$ cat src/rtl/bcd_stopwatch.sv
// BCD stopwatch / countdown timer with registered packed-BCD display output.
// Optional lap-freeze display is built only when LAP_EN is defined.
module bcd_stopwatch #(
    parameter int DIGITS = 4
) (
    input  logic                clk26,
    input  logic                reset,
    input  logic                tick,
    input  logic                start,
    input  logic                pause,
    input  logic                clear,
    input  logic                mode,
    input  logic [4*DIGITS-1:0] load_bcd,
    input  logic                lap,
    output logic [4*DIGITS-1:0] bcd,
    output logic                running,
    output logic                done,
    output logic                lap_active
);
    localparam int W = 4 * DIGITS;

    typedef enum logic [1:0] {IDLE, RUN, PAUSE, DONE} state_t;

    state_t         state, state_next;
    logic [W-1:0]   count, count_next;
    logic [W-1:0]   count_inc, count_dec, load_clamped, display_next;
    logic           down, down_next;
    logic           inc_all9, dec_all0, carry, borrow, start_ok;
    logic [3:0]     d, l;

    // Digit-serial increment/decrement resolved combinationally so carries
    // and borrows ripple through every digit within a single edge.
    always_comb begin
        carry        = 1'b1;
        borrow       = 1'b1;
        inc_all9     = 1'b1;
        dec_all0     = 1'b1;
        count_inc    = '0;
        count_dec    = '0;
        load_clamped = '0;
        d            = '0;
        l            = '0;
        for (int i = 0; i < DIGITS; i++) begin
            d = count[4*i +: 4];
            l = load_bcd[4*i +: 4];
            if (carry && d == 4'd9) begin
                count_inc[4*i +: 4] = 4'd0;
            end else if (carry) begin
                count_inc[4*i +: 4] = d + 4'd1;
                carry = 1'b0;
            end else begin
                count_inc[4*i +: 4] = d;
            end
            if (borrow && d == 4'd0) begin
                count_dec[4*i +: 4] = 4'd9;
            end else if (borrow) begin
                count_dec[4*i +: 4] = d - 4'd1;
                borrow = 1'b0;
            end else begin
                count_dec[4*i +: 4] = d;
            end
            load_clamped[4*i +: 4] = (l > 4'd9) ? 4'd9 : l;
            inc_all9 = inc_all9 & (count_inc[4*i +: 4] == 4'd9);
            dec_all0 = dec_all0 & (count_dec[4*i +: 4] == 4'd0);
        end
    end

    // Next-state logic; pause outranks start everywhere, clear outranks both.
    always_comb begin
        state_next = state;
        count_next = count;
        down_next  = down;
        start_ok   = start & ~pause;
        case (state)
            IDLE, DONE: begin
                if (clear) begin
                    state_next = IDLE;
                    count_next = '0;
                end else if (start_ok) begin
                    down_next = mode;
                    if (mode) begin
                        count_next = load_clamped;
                        state_next = (load_clamped == '0) ? DONE : RUN;
                    end else begin
                        count_next = '0;
                        state_next = RUN;
                    end
                end
            end
            RUN: begin
                if (clear) begin
                    state_next = IDLE;
                    count_next = '0;
                end else if (pause) begin
                    state_next = PAUSE;
                end else if (tick) begin
                    count_next = down ? count_dec : count_inc;
                    if (down ? dec_all0 : inc_all9) state_next = DONE;
                end
            end
            PAUSE: begin
                if (clear) begin
                    state_next = IDLE;
                    count_next = '0;
                end else if (start_ok) begin
                    state_next = RUN;
                end
            end
            default: state_next = IDLE;
        endcase
    end

    always_ff @(posedge clk26) begin
        if (reset) begin
            state   <= IDLE;
            count   <= '0;
            down    <= 1'b0;
            running <= 1'b0;
            done    <= 1'b0;
            bcd     <= '0;
        end else begin
            state   <= state_next;
            count   <= count_next;
            down    <= down_next;
            running <= (state_next == RUN);
            done    <= (state_next == DONE);
            bcd     <= display_next;
        end
    end

`ifdef LAP_EN
    logic [W-1:0] lap_reg, lap_reg_next;
    logic         lap_on, lap_on_next;

    // A lap pulse toggles the frozen display; the live count keeps running.
    always_comb begin
        lap_reg_next = lap_reg;
        lap_on_next  = lap_on;
        if (clear) begin
            lap_on_next = 1'b0;
        end else if (lap && lap_on) begin
            lap_on_next = 1'b0;
        end else if (lap && (state == RUN || state == PAUSE)) begin
            lap_on_next  = 1'b1;
            lap_reg_next = count;
        end
    end

    always_ff @(posedge clk26) begin
        if (reset) begin
            lap_reg <= '0;
            lap_on  <= 1'b0;
        end else begin
            lap_reg <= lap_reg_next;
            lap_on  <= lap_on_next;
        end
    end

    assign display_next = lap_on_next ? lap_reg_next : count_next;
    assign lap_active   = lap_on;
`else
    logic unused_lap;
    assign unused_lap   = lap;
    assign display_next = count_next;
    assign lap_active   = 1'b0;
`endif

endmodule

$ cat config.mk
export PLATFORM = sky130hd
export DESIGN_NAME = bcd_stopwatch
export DESIGN_NICKNAME = d
export VERILOG_FILES = /design/src/rtl/bcd_stopwatch.sv
export SDC_FILE = /design/constraint.sdc
export NUM_CORES = 1
export LEC_CHECK = 0
export ABC_CLOCK_PERIOD_IN_PS = 2900
export CAP_MARGIN = 20
export CORE_ASPECT_RATIO = 0.8
export CORE_MARGIN = 1.5
export CORE_UTILIZATION = 53
export DETAILED_ROUTE_END_ITERATION = 6
export PLACE_DENSITY = 0.81
export SYNTH_ARGS = -nofsm -noshare
export SYNTH_HDL_FRONTEND = slang
export SYNTH_SLANG_ARGS = --single-unit
$ cat constraint.sdc
create_clock -name clk26 -period 2.9 [get_ports clk26]
set_input_delay 0.29 -clock clk26 [delete_from_list [all_inputs] [get_ports clk26]]
set_output_delay 0.29 -clock clk26 [all_outputs]
set_load 0.005 [all_outputs]
==> results.py <==
metrics = {
    "sta": {
        "postLayoutSetupSlackWorst_ns": 0.2357,
        "worstMarginPinSlew_ns": 0.5062,
        "fin_crit_sh_pct": 91.87,
        "fin_worst_hold_slack_ns": 0.6162,
        "max_freq_ghz": 0.3753,
        "grt_setup_unrepaired": "no",
        "final-setup-viol-count": 0,
        "min_period_ns": 2.664,
        "setup_tns_ns": 0,
        "timing_hold_violations_final": 0,
        "timing_max_transition_violations_final": 0,
        "largest_clock_skew_in_the_final_design_ns": 0.003271,
        "slew-limit-headroom_pct": 66.17,
    },
    "pwr": {
        "ir_drop_v": 0.0001931,
        "power-per-cell-area_nw_per_um2": 275.1,
        "total_leakage_power_nw": 1.077,
        "fin_total_pwr_uw": 800.5,
    },
    "critical_path": {
        "regToRegSetupSlack_ns": 0.24,
        "setup.worst_path.start_class": "flip-flop",
        "critical_path.reg2reg.startpoint": "count[8]$_SDFFE_PP0P_",
        "crit_required_ns": 3.04,
        "reg2regPathDepth": 8,
        "setup.worst_path.end_class": "flip-flop",
        "arr_time_crit_path_ns": 2.81,
        "worstPathMaxFanout": 8,
        "critPathKind": "reg2reg",
        "reg2reg_to": "running$_SDFF_PP0_",
    },
    "job": {
        "maxCapViolations": 0,
    },
    "floorplan": {
        "core_um2": 4151,
        "design.portCount": 43,
        "die_height_um": 61.73,
        "die_area_um2": 4716,
        "floorplan.rows": 21,
        "starting_utilization_of_the_core_area_pct": 55.03,
        "die_width_um": 76.41,
    },
    "yosys": {
        "synth-edff-count": 0,
        "yosys_warnings": 0,
        "ys_dominant_reg_cell": "dfxtp_1",
        "yosys_register_bits": 21,
        "synth-async-reset-ratio_pct": 0,
        "seq_area_frac_synth_pct": 18.40,
        "postSynthAreaPerCell_um2": 7.117,
        "synth.lib_cells_used.distinct": 63,
        "syn-num-nets": 359,
        "netlist_instances": 321,
        "synthesis.area_um2": 2285,
    },
    "route": {
        "residual_drc_count": 0,
        "post_drt_wl_per_cell_um": 17.63,
        "vias": 2717,
        "drtIter0Drc": 313,
        "finalWirelength_um": 7510,
        "detailedRoute.firstPassIterationCount": 6,
        "vias_per_cell": 6.378,
        "postRouteAntennaNets": 0,
    },
    "placement": {
        "place_congestion": 0.9538,
        "dpl_worst_slack_ns": 0.1703,
        "detailed_placement_hpwl_um": 5880,
        "total_placed_cells_including_tap_cells": 422,
        "port_buffers": 40,
    },
    "clocking": {
        "postCtsSetupBuffers": 0,
        "tritoncts_clock_tree": "built",
        "clkSlewWorstSetupHoldPaths_ns": 0.08,
        "clockRootBuffer": "clkbuf_8",
        "cts_buffer_count": 3,
        "cts.path.max_buffers": 2,
        "cts.sink_count": 21,
        "cts-htree-levels": 1,
        "worst_skew_pair.late_latency_ns": 0.26,
    },
    "final_layout": {
        "finish.cell_count_without_fillers": 426,
        "multi_input_comb_area_um2": 1710,
        "drive_gt1_share_pct": 10.84,
        "finalNetCount": 408,
        "fillCellCount": 368,
        "seqCellArea_um2": 420.4,
        "number_of_antenna_repair_diodes": 0,
        "area_delta_synth_final_pct": 27.38,
    },
    "status": {
        "status": "complete, no violations",
    },
    "grt": {
        "grt_start_max_net_pins": 18,
        "globalRoute.totalOverflow": 0,
        "grt_use_total_pct": 31.50,
        "global_route_wire_length_before_repair_um": 11510,
        "grt_pass1_vias": 2310,
        "number_of_antenna_violations_at_the_first_check_in_global_routing": 0,
    },
    "hold_path": {
        "class_of_the_most_critical_hold_timing_path": "reg2reg",
        "worst_hold_startpoint": "state[0]$_SDFF_PP0_",
        "worstHoldEndpoint": "state[0]$_SDFF_PP0_",
        "holdPathStages": 2,
    },
}
[layer usage]
| layer | GRT usage (%) | vias up | share of wire (%) | routed length [um] |
|---|---|---|---|---|
| met5 | 0 | - | 0 | 0 |
| met4 | 7.937 | 0 | 1.4 | 106 |
| met3 | 7.153 | 19 | 11 | 844 |
| met2 | 52.04 | 154 | 44 | 3281 |
| met1 | 42.67 | 1239 | 44 | 3278 |
| li1 | - | 1305 | - | - |
[logic make-up after synthesis]
logic type / share of synthesized area, %
simple gates: 31.00
flops: 18.40
fa+ha+maj: 7.667
buf+inv: 6.955
xor+xnor: 0.7668
other cells: 0.1641
compound gates: 31.00
mux: 4.053
[cell usage after synthesis, drive strengths merged, types with 7 or more instances]
library cell	number	area, um2
a211oi	9	67.56
a21oi	22	110.1
nand2	23	86.33
mux2i	7	70.07
o21ai	19	95.09
clkbuf	17	65.06
dfxtp	21	420.4
nor2	44	165.2
nor3	12	60.06
ha	14	175.2
inv	17	63.81
nand3	8	40.04
[state kept, by name (all words and copies together), names as in the netlist]
name	flops
done	1
running	1
down	1
state	2
count	16
[how the worst max path moves through the flow]
| stage | startpoint | slack [ns] | depth (start not counted) | to |
|---|---|---|---|---|
| 6_report | count[8]$_SDFFE_PP0P_ | 0.24 | 8 | running$_SDFF_PP0_ |
| 5_1_grt | count[8]$_SDFFE_PP0P_ | 0.12 | 8 | running$_SDFF_PP0_ |
| 4_1_cts | count[8]$_SDFFE_PP0P_ | 0.12 | 8 | running$_SDFF_PP0_ |
| 3_5_place_dp | count[8]$_SDFFE_PP0P_ | 0.17 | 8 | running$_SDFF_PP0_ |
| 3_3_place_gp | count[8]$_SDFFE_PP0P_ | 0.23 | 8 | running$_SDFF_PP0_ |
| 2_1_floorplan | count[4]$_SDFFE_PP0P_ | 0.25 | 10 | running$_SDFF_PP0_ |
[critical path, stage by stage, from the launching register on]
cell and delay (ns):
dfxtp_1 0.53, ha_1 0.22, and3b_1 0.27, a31oi_1 0.11
a311oi_1 0.42, a21bo_2 0.28, o32ai_2 0.39, o41ai_1 0.15
nor2b_1 0.16
[stage by stage]
step,cell area [um2],util [%]
6_report,2910,70.10
4_1_cts,2905,69.98
3_5_place_dp,2860,68.90
5_1_grt,2910,70.10
2_1_floorplan,2285,-
3_3_place_gp,2860,68.90
[cells in the final DEF (no fill, tap or decap), types with 5 or more instances in the layout]
cell type,count
inv_1,17
mux2i_1,7
a311oi_1,5
nand4_1,5
nand3b_1,5
a211oi_1,9
nand2_1,23
nor2_1,44
buf_4,26
clkdlybuf4s50_1,40
a31oi_1,5
dfxtp_1,21
nor3_1,12
ha_1,14
o21ai_0,19
a21oi_1,22
nand3_1,8
[where the power goes]
part           switching (mW)  internal [mW]  total [mW]
Sequential             0.0197          0.298       0.318
Clock                  0.0982         0.0980       0.196
Combinational           0.151          0.136       0.287
Total                   0.268          0.532       0.801
[final cells by class]
class	count	share of cell area [%]
clock buffers	4	1.548
inverters	18	2.322
multi-input cells	260	58.77
flip-flops and latches	21	14.45
well taps	57	2.451
repair buffers	66	20.46
[repair_timing]
action                     4_1_cts  5_1_grt
resized for setup                0        1
hold buffers                     0        0
setup endpoints to repair        0        1
No activity file was read; power rests on OpenSTA's default activity.
